### src/rtl/swap_reg_file.sv
// rtl/swap_reg_file.sv - register file with two read ports, one write port and
// a compare-and-swap engine that orders adjacent entries (lo <= hi).
module swap_reg_file #(
  parameter int WIDTH  = 32,
  parameter int DEPTH  = 8,
  parameter int SIGNED = 0,
  localparam int AW    = $clog2(DEPTH)
) (
  input  logic             clock,
  input  logic             reset,
  input  logic             wr_en,
  input  logic [AW-1:0]    wr_addr,
  input  logic [WIDTH-1:0] wr_data,
  input  logic [AW-1:0]    rd_addr_a,
  output logic [WIDTH-1:0] rd_data_a,
  input  logic [AW-1:0]    rd_addr_b,
  output logic [WIDTH-1:0] rd_data_b,
  input  logic             cas_start,
  input  logic [AW-1:0]    cas_addr,
  output logic             cas_busy,
  output logic             cas_done,
  output logic             cas_swapped,
  output logic             cas_err
);

  typedef enum logic [1:0] {
    S_IDLE,
    S_READ,
    S_WRITE,
    S_DONE
  } state_t;

  state_t           state;
  logic [WIDTH-1:0] mem [DEPTH];
  logic [AW-1:0]    addr;
  logic [AW-1:0]    addr_hi;
  logic [WIDTH-1:0] lo;
  logic [WIDTH-1:0] hi;
  logic             gt;

  assign addr_hi   = addr + AW'(1);
  assign rd_data_a = mem[rd_addr_a];
  assign rd_data_b = mem[rd_addr_b];
  assign gt        = (SIGNED != 0) ? ($signed(lo) > $signed(hi)) : (lo > hi);

  // Array and controller share one block so external writes can be gated by state.
  always_ff @(posedge clock) begin
    if (!reset) begin
      for (int i = 0; i < DEPTH; i++) mem[i] <= '0;
      state       <= S_IDLE;
      addr        <= '0;
      lo          <= '0;
      hi          <= '0;
      cas_busy    <= 1'b0;
      cas_done    <= 1'b0;
      cas_swapped <= 1'b0;
      cas_err     <= 1'b0;
    end else begin
      cas_done    <= 1'b0;
      cas_swapped <= 1'b0;
      cas_err     <= 1'b0;
      case (state)
        S_IDLE: begin
          if (wr_en) mem[wr_addr] <= wr_data;
          if (cas_start) begin
            if (cas_addr == AW'(DEPTH - 1)) begin
              cas_err <= 1'b1;
            end else begin
              addr     <= cas_addr;
              state    <= S_READ;
              cas_busy <= 1'b1;
            end
          end
        end
        S_READ: begin
          lo    <= mem[addr];
          hi    <= mem[addr_hi];
          state <= S_WRITE;
        end
        S_WRITE: begin
          if (gt) begin
            mem[addr]    <= hi;
            mem[addr_hi] <= lo;
          end
          cas_swapped <= gt;
          cas_done    <= 1'b1;
          state       <= S_DONE;
        end
        default: begin
          cas_busy <= 1'b0;
          state    <= S_IDLE;
        end
      endcase
    end
  end

endmodule

### config.mk
export PLATFORM = sky130hd
export DESIGN_NAME = swap_reg_file
export DESIGN_NICKNAME = d
export VERILOG_FILES = /design/src/rtl/swap_reg_file.sv
export SDC_FILE = /design/constraint.sdc
export NUM_CORES = 1
export LEC_CHECK = 0
export ABC_AREA = 0
export BUFFER_PORTS_ARGS = -buffer_cell sky130_fd_sc_hd__buf_2
export CELL_PAD_IN_SITES_DETAIL_PLACEMENT = 1
export CELL_PAD_IN_SITES_GLOBAL_PLACEMENT = 1
export CORE_ASPECT_RATIO = 2
export CORE_MARGIN = 1.5
export CORE_UTILIZATION = 47
export CTS_BUF_LIST = sky130_fd_sc_hd__clkbuf_16
export CTS_CLUSTER_DIAMETER = 50
export DETAILED_ROUTE_END_ITERATION = 8
export GPL_ROUTABILITY_DRIVEN = 0
export PLACE_DENSITY = 0.74
export SETUP_SLACK_MARGIN = 0.4
export SYNTH_ARGS = -nofsm -noshare
export SYNTH_HDL_FRONTEND = slang
export SYNTH_SLANG_ARGS = --single-unit
export TNS_END_PERCENT = 100
### constraint.sdc
create_clock -name clock -period 4.45 [get_ports clock]
set_input_delay 0.89 -clock clock [delete_from_list [all_inputs] [get_ports clock]]
set_output_delay 0.89 -clock clock [all_outputs]
set_load 0.01 [all_outputs]
# After elaboration in Yosys (flattened, before gate mapping)
# Memories as Yosys holds them, arrays and structs flattened. A register that Yosys moved wholly into a read port is not among the register bits.
# Index checks and enable logic that the tools add are counted.
[word_totals]
input_bits = 48
mem_count = 1
register_bits = 9
mem_bits_rw = 256
[op_classes]
eq_ne = 5
n_mux = 26
n_addsub = 1
n_lt_le_gt_ge = 1
n_reduce_logical = 12
n_bitwise = 2
[memory_table]
columns = ["name", "words", "width", "rd", "rd_clocked_by_memory_dff", "write_ports", "line_no", "text"]
rows = [
  ["mem", 8, 32, 4, 2, 8, "34", "logic [WIDTH-1:0] mem [DEPTH];"],
]
[ops]
columns = ["cell", "n"]
rows = [
  ["32-bit two-way mux", 3],
  ["32-bit OR reduction", 3],
  ["32-bit > comparator", 1],
  ["1-bit two-way mux", 16],
  ["3-bit two-way mux", 3],
  ["3-bit AND reduction", 3],
  ["2-bit case mux with 3 select lines", 1],
  ["2-bit two-way mux", 2],
  ["2-bit inequality test, second input constant", 2],
  ["2-bit AND reduction", 2],
  ["3-bit by 1-bit adder with 3-bit output, second input constant", 1],
  ["3-bit == test, second input constant", 1],
  ["2-bit by 1-bit == test with 1-bit output, second input constant", 1],
  ["2-bit == test, second input constant", 1],
  ["1-bit zero test", 2],
  ["2-bit zero test", 1],
  ["1-bit inverter", 2],
  ["1-bit case mux with 2 select lines", 1],
  ["2-bit OR reduction", 1],
]

# Depth between registers and ports, before layout
[logic_depth]
word_depth = 7
mapped_depth = 11
ltp_nobuf = 8

# Least setup slack after synthesis
# OpenSTA, ideal clock, no wires.
[synth_timing]
path_type = "flip-flop to flip-flop"
start = "register hi[1] (read register of mem)"
end = "memory mem[0][0], enable pin"
n_path_buf = 3
path_slack_ps = -117
required_ps = 4015
arrival_time_ps = 4132
stages_incl_launch_ff = 12
cell_sequence = "dfxtp_1 -> clkbuf_1 -> inv_1 -> ha_1 -> nor2b_1 -> o211ai_1 -> a2111oi_0 -> or4_4 -> a22oi_4 -> buf_12 -> buf_8 -> mux2i_1"
[synth_lines]
columns = ["item", "line_no", "text"]
rows = [
  ["start: declaration", "38", "logic [WIDTH-1:0] hi;"],
  ["end: declaration", "34", ""],
]

==> impl_metrics.ini <==
[status]
outcome = finished clean

[sta]
slew_headroom_pct = 11.6
period_minus_slack_ns = 3.73
timing.fmax_mhz = 268
fin_hold_ws_ns = 0.517
rsz0062_at_grt = false
period_utilization_pct = 83.8
setup_viol = 0
finalClockSkew_ns = 0.0208
number_of_pins_with_negative_max_slew_slack_in_the_final_report = 0
final_hold_viol_count = 0
timing_worst_slew_pin_value_ns = 1.32

[final_layout]
post_layout_nonfiller_instances = 2819
layout-area-overhead-vs-synth_pct = 8.83
final_net_count = 2203
final_cell_area_sq_um = 27800
top_library_cells_by_usage_in_the_layout_fill_and_taps_aside = nand2_1 (333), mux2i_1 (291), mux4_2 (256), edfxtp_1 (256), a22oi_1 (160)
n_fill_cell = 5488
share_of_final_layout_standard_cells_stronger_than_drive_strength_1_pct = 29.1
final_core_utilization_pct = 51.9
commonest_non_fill_non_tap_cell_in_the_layout = nand2_1

[yosys]
post_synth_main_area_contributors = edfxtp_1 (30%), mux4_2 (23%), mux2i_1 (12%), dfxtp_1 (5.7%), nand2_1 (4.9%)
synthCells = 2157
netlist.area_leader.share_pct = 30.1
synth_cell_type_count = 44
syn_avg_cell_area_sq_um = 11.9
synth.net_count = 2241
post-synth-top-area-cell = edfxtp_1
seq_area_frac_synth_pct = 35.8
synth-warning-count = 0
synth_seq_cells = 329
syn_area_sq_um = 25600

[detailed_routing]
post_drt_via_cell_ratio = 7.64
ant_nets = 0
drt_pass1_iterations = 7
route.vias.total = 21524
wl_per_cell_microns = 36.5
remaining_drc_errors = 0
detail_route.iter0.violations = 2437
final_routed_wirelength_across_all_metal_layers_mm = 103

[cts]
clock_network_latency_to_the_later_pin_of_the_worst_skew_pair_ns = 0.56
clk_sink_count = 329
numCtsBuffers = 37
cts_hold_repair.buffers = 0
worst_setup_hold_path_clk_slew_ns = 0.06
cts_root_buf = clkbuf_16
htree_levels = 2
ctsLongestPathBuffers = 3
tritoncts = yes

[global_routing]
grt_pass1_vias = 23125
grt.overflow.total = 0
pin_count_of_the_biggest_net_entering_global_routing = 96
grt_pass1_wl_mm = 150
total_routing_resource_utilization_after_global_routing_pct = 36.7
antenna_found_initial = 3

[pwr]
ir_drop_worst_vdd_mv = 0.469
total_leakage_power_nw = 10.6
fraction_of_power_consumed_by_the_clock_network_pct = 23.0
seq_power_share_pct = 34.8
switching_power_mw = 5.96
power.total_mw = 14.1
cellPowerDensity_nw_per_um2 = 507
part_of_the_total_power_dissipated_in_combinational_logic_pct = 42.2
netSwitchingFraction_pct = 42.3
internal-power_mw = 8.14

[min_path]
number_of_cells_on_the_worst_hold_path = 2
hold_class = reg2reg

[worst_setup_path]
setup.worst_path.class = reg2reg
crit_path_arrival_time_ns = 3.91
cp_max_fanout = 36
endpoint_required_time_on_the_critical_path_ns = 4.64
worst-r2r-cell-count = 5
endpoint_kind = flop
timing.critical_path.from_type = flop

[placed_design]
number_of_instances_in_the_placed_design = 2747
io_buffer_count = 115
place_area_sq_um = 26600
dp_hpwl_mm = 61.7

[floorplanning]
die_area_sq_um = 55900
die_height_microns = 333
core_region_area_sq_um = 53600
initial_util_pct = 47.7
design.portCount = 116
row_count = 120
die_x_microns = 168

[run]
max-cap-violations = 0
power by group through the flow:
stage               sequential [mW]  clock [mW]  combinational [mW]
floorplan                      4.36           0                4.20
global placement               4.85           0                5.60
detailed placement             4.92           0                5.77
CTS                            4.86        3.25                5.82
global route                   4.96        3.32                6.23
finish                         4.90        3.24                5.95
worst max-delay path, cell delays in order (launching register included):
cell and delay (ns):
dfxtp_4 0.74, ha_4 0.53, nor3_2 1.13, nor2_1 0.18
mux2i_4 0.21, buf_4 0.51
synth_stat cells (all sizes together):
| master | instances |
|---|---|
| dfxtp | 73 |
| nand4b | 1 |
| nand4 | 7 |
| o221a | 1 |
| edfxtp | 256 |
| xor2 | 1 |
| o21ai | 6 |
| nor2b | 32 |
| a21oi | 20 |
| nor2 | 91 |
| mux2 | 64 |
| a211oi | 33 |
| and2 | 2 |
| or4 | 1 |
| mux4 | 256 |
| inv | 38 |
| a2111oi | 1 |
| nor3 | 7 |
| o211ai | 1 |
| nor3b | 3 |
| nand2b | 2 |
| nand3 | 5 |
| nand2 | 333 |
| ha | 36 |
| clkbuf | 177 |
| mux2i | 299 |
| a311oi | 32 |
| a21o | 2 |
| a41o | 1 |
| and4b | 1 |
| a22oi | 161 |
| a221oi | 1 |
| and3 | 2 |
| a31oi | 2 |
| nor4 | 2 |
| xnor2 | 1 |
| buf | 110 |
| a32oi | 96 |
cell families after synthesis:
kind of cell               share of synthesized area (%)
DFF                                                 35.8
muxes                                               37.1
xor gates and xnor gates                          0.0685
buffers and inverters                               6.57
AOI/OAI and AO/OA                                   10.9
adders and majority gates                           1.76
and+or+nand+nor                                     7.81
flip-flops by register name, indices dropped and copies added, names as in the netlist:
signal and flops:
mem 256, hi 32, lo 32, addr 3, state 2, cas_busy 1, cas_done 1, cas_err 1
cas_swapped 1
layout make-up:
| type | count | area, sq um | area share, % |
|---|---|---|---|
| Sequential cell | 329 | 9160 | 32.9 |
| Tap cell | 671 | 840 | 3.02 |
| Multi-Input combinational cell | 1503 | 15000 | 53.9 |
| Inverter | 38 | 143 | 0.513 |
| Clock inverter | 28 | 246 | 0.886 |
| Clock buffer | 39 | 976 | 3.51 |
| Antenna cell | 1 | 2.50 | 0.00899 |
| Timing Repair Buffer | 210 | 1470 | 5.28 |
final timing paths:
| path | from | endpoint | slack (ns) |
|---|---|---|---|
| worst max-delay path | addr[1] | mem[5][22] | 0.72 |
| worst min-delay path | state[1] | state[1] | 0.52 |
| worst max register to register | addr[1] | mem[5][22] | 0.72 |
| worst min register to register | state[1] | state[1] | 0.52 |
per-stage QoR:
stage | setup WS (ns) | setup TNS [ns]
4_1_cts | 0.564 | 0
6_report | 0.722 | 0
3_3_place_gp | 0.698 | 0
3_5_place_dp | 0.601 | 0
2_1_floorplan | -0.0186 | -4.16
5_1_grt | 0.648 | 0
metal layers:
metal  vias to the layer above  track usage [%]  routed length, microns
met1                     10984             40.1                   32800
met2                      1550             63.2                   51300
met5                         -                0                      31
met3                       548             6.28                    9620
met4                         6             27.9                    8970
li1                       8436                -                       -
repair_timing:
| item | in CTS | in global routing |
|---|---|---|
| resized for setup | 0 | 0 |
| buffers inserted | 0 | 4 |
| endpoints found under the setup margin | 0 | 97 |
Power figures use the tool's default switching activity.
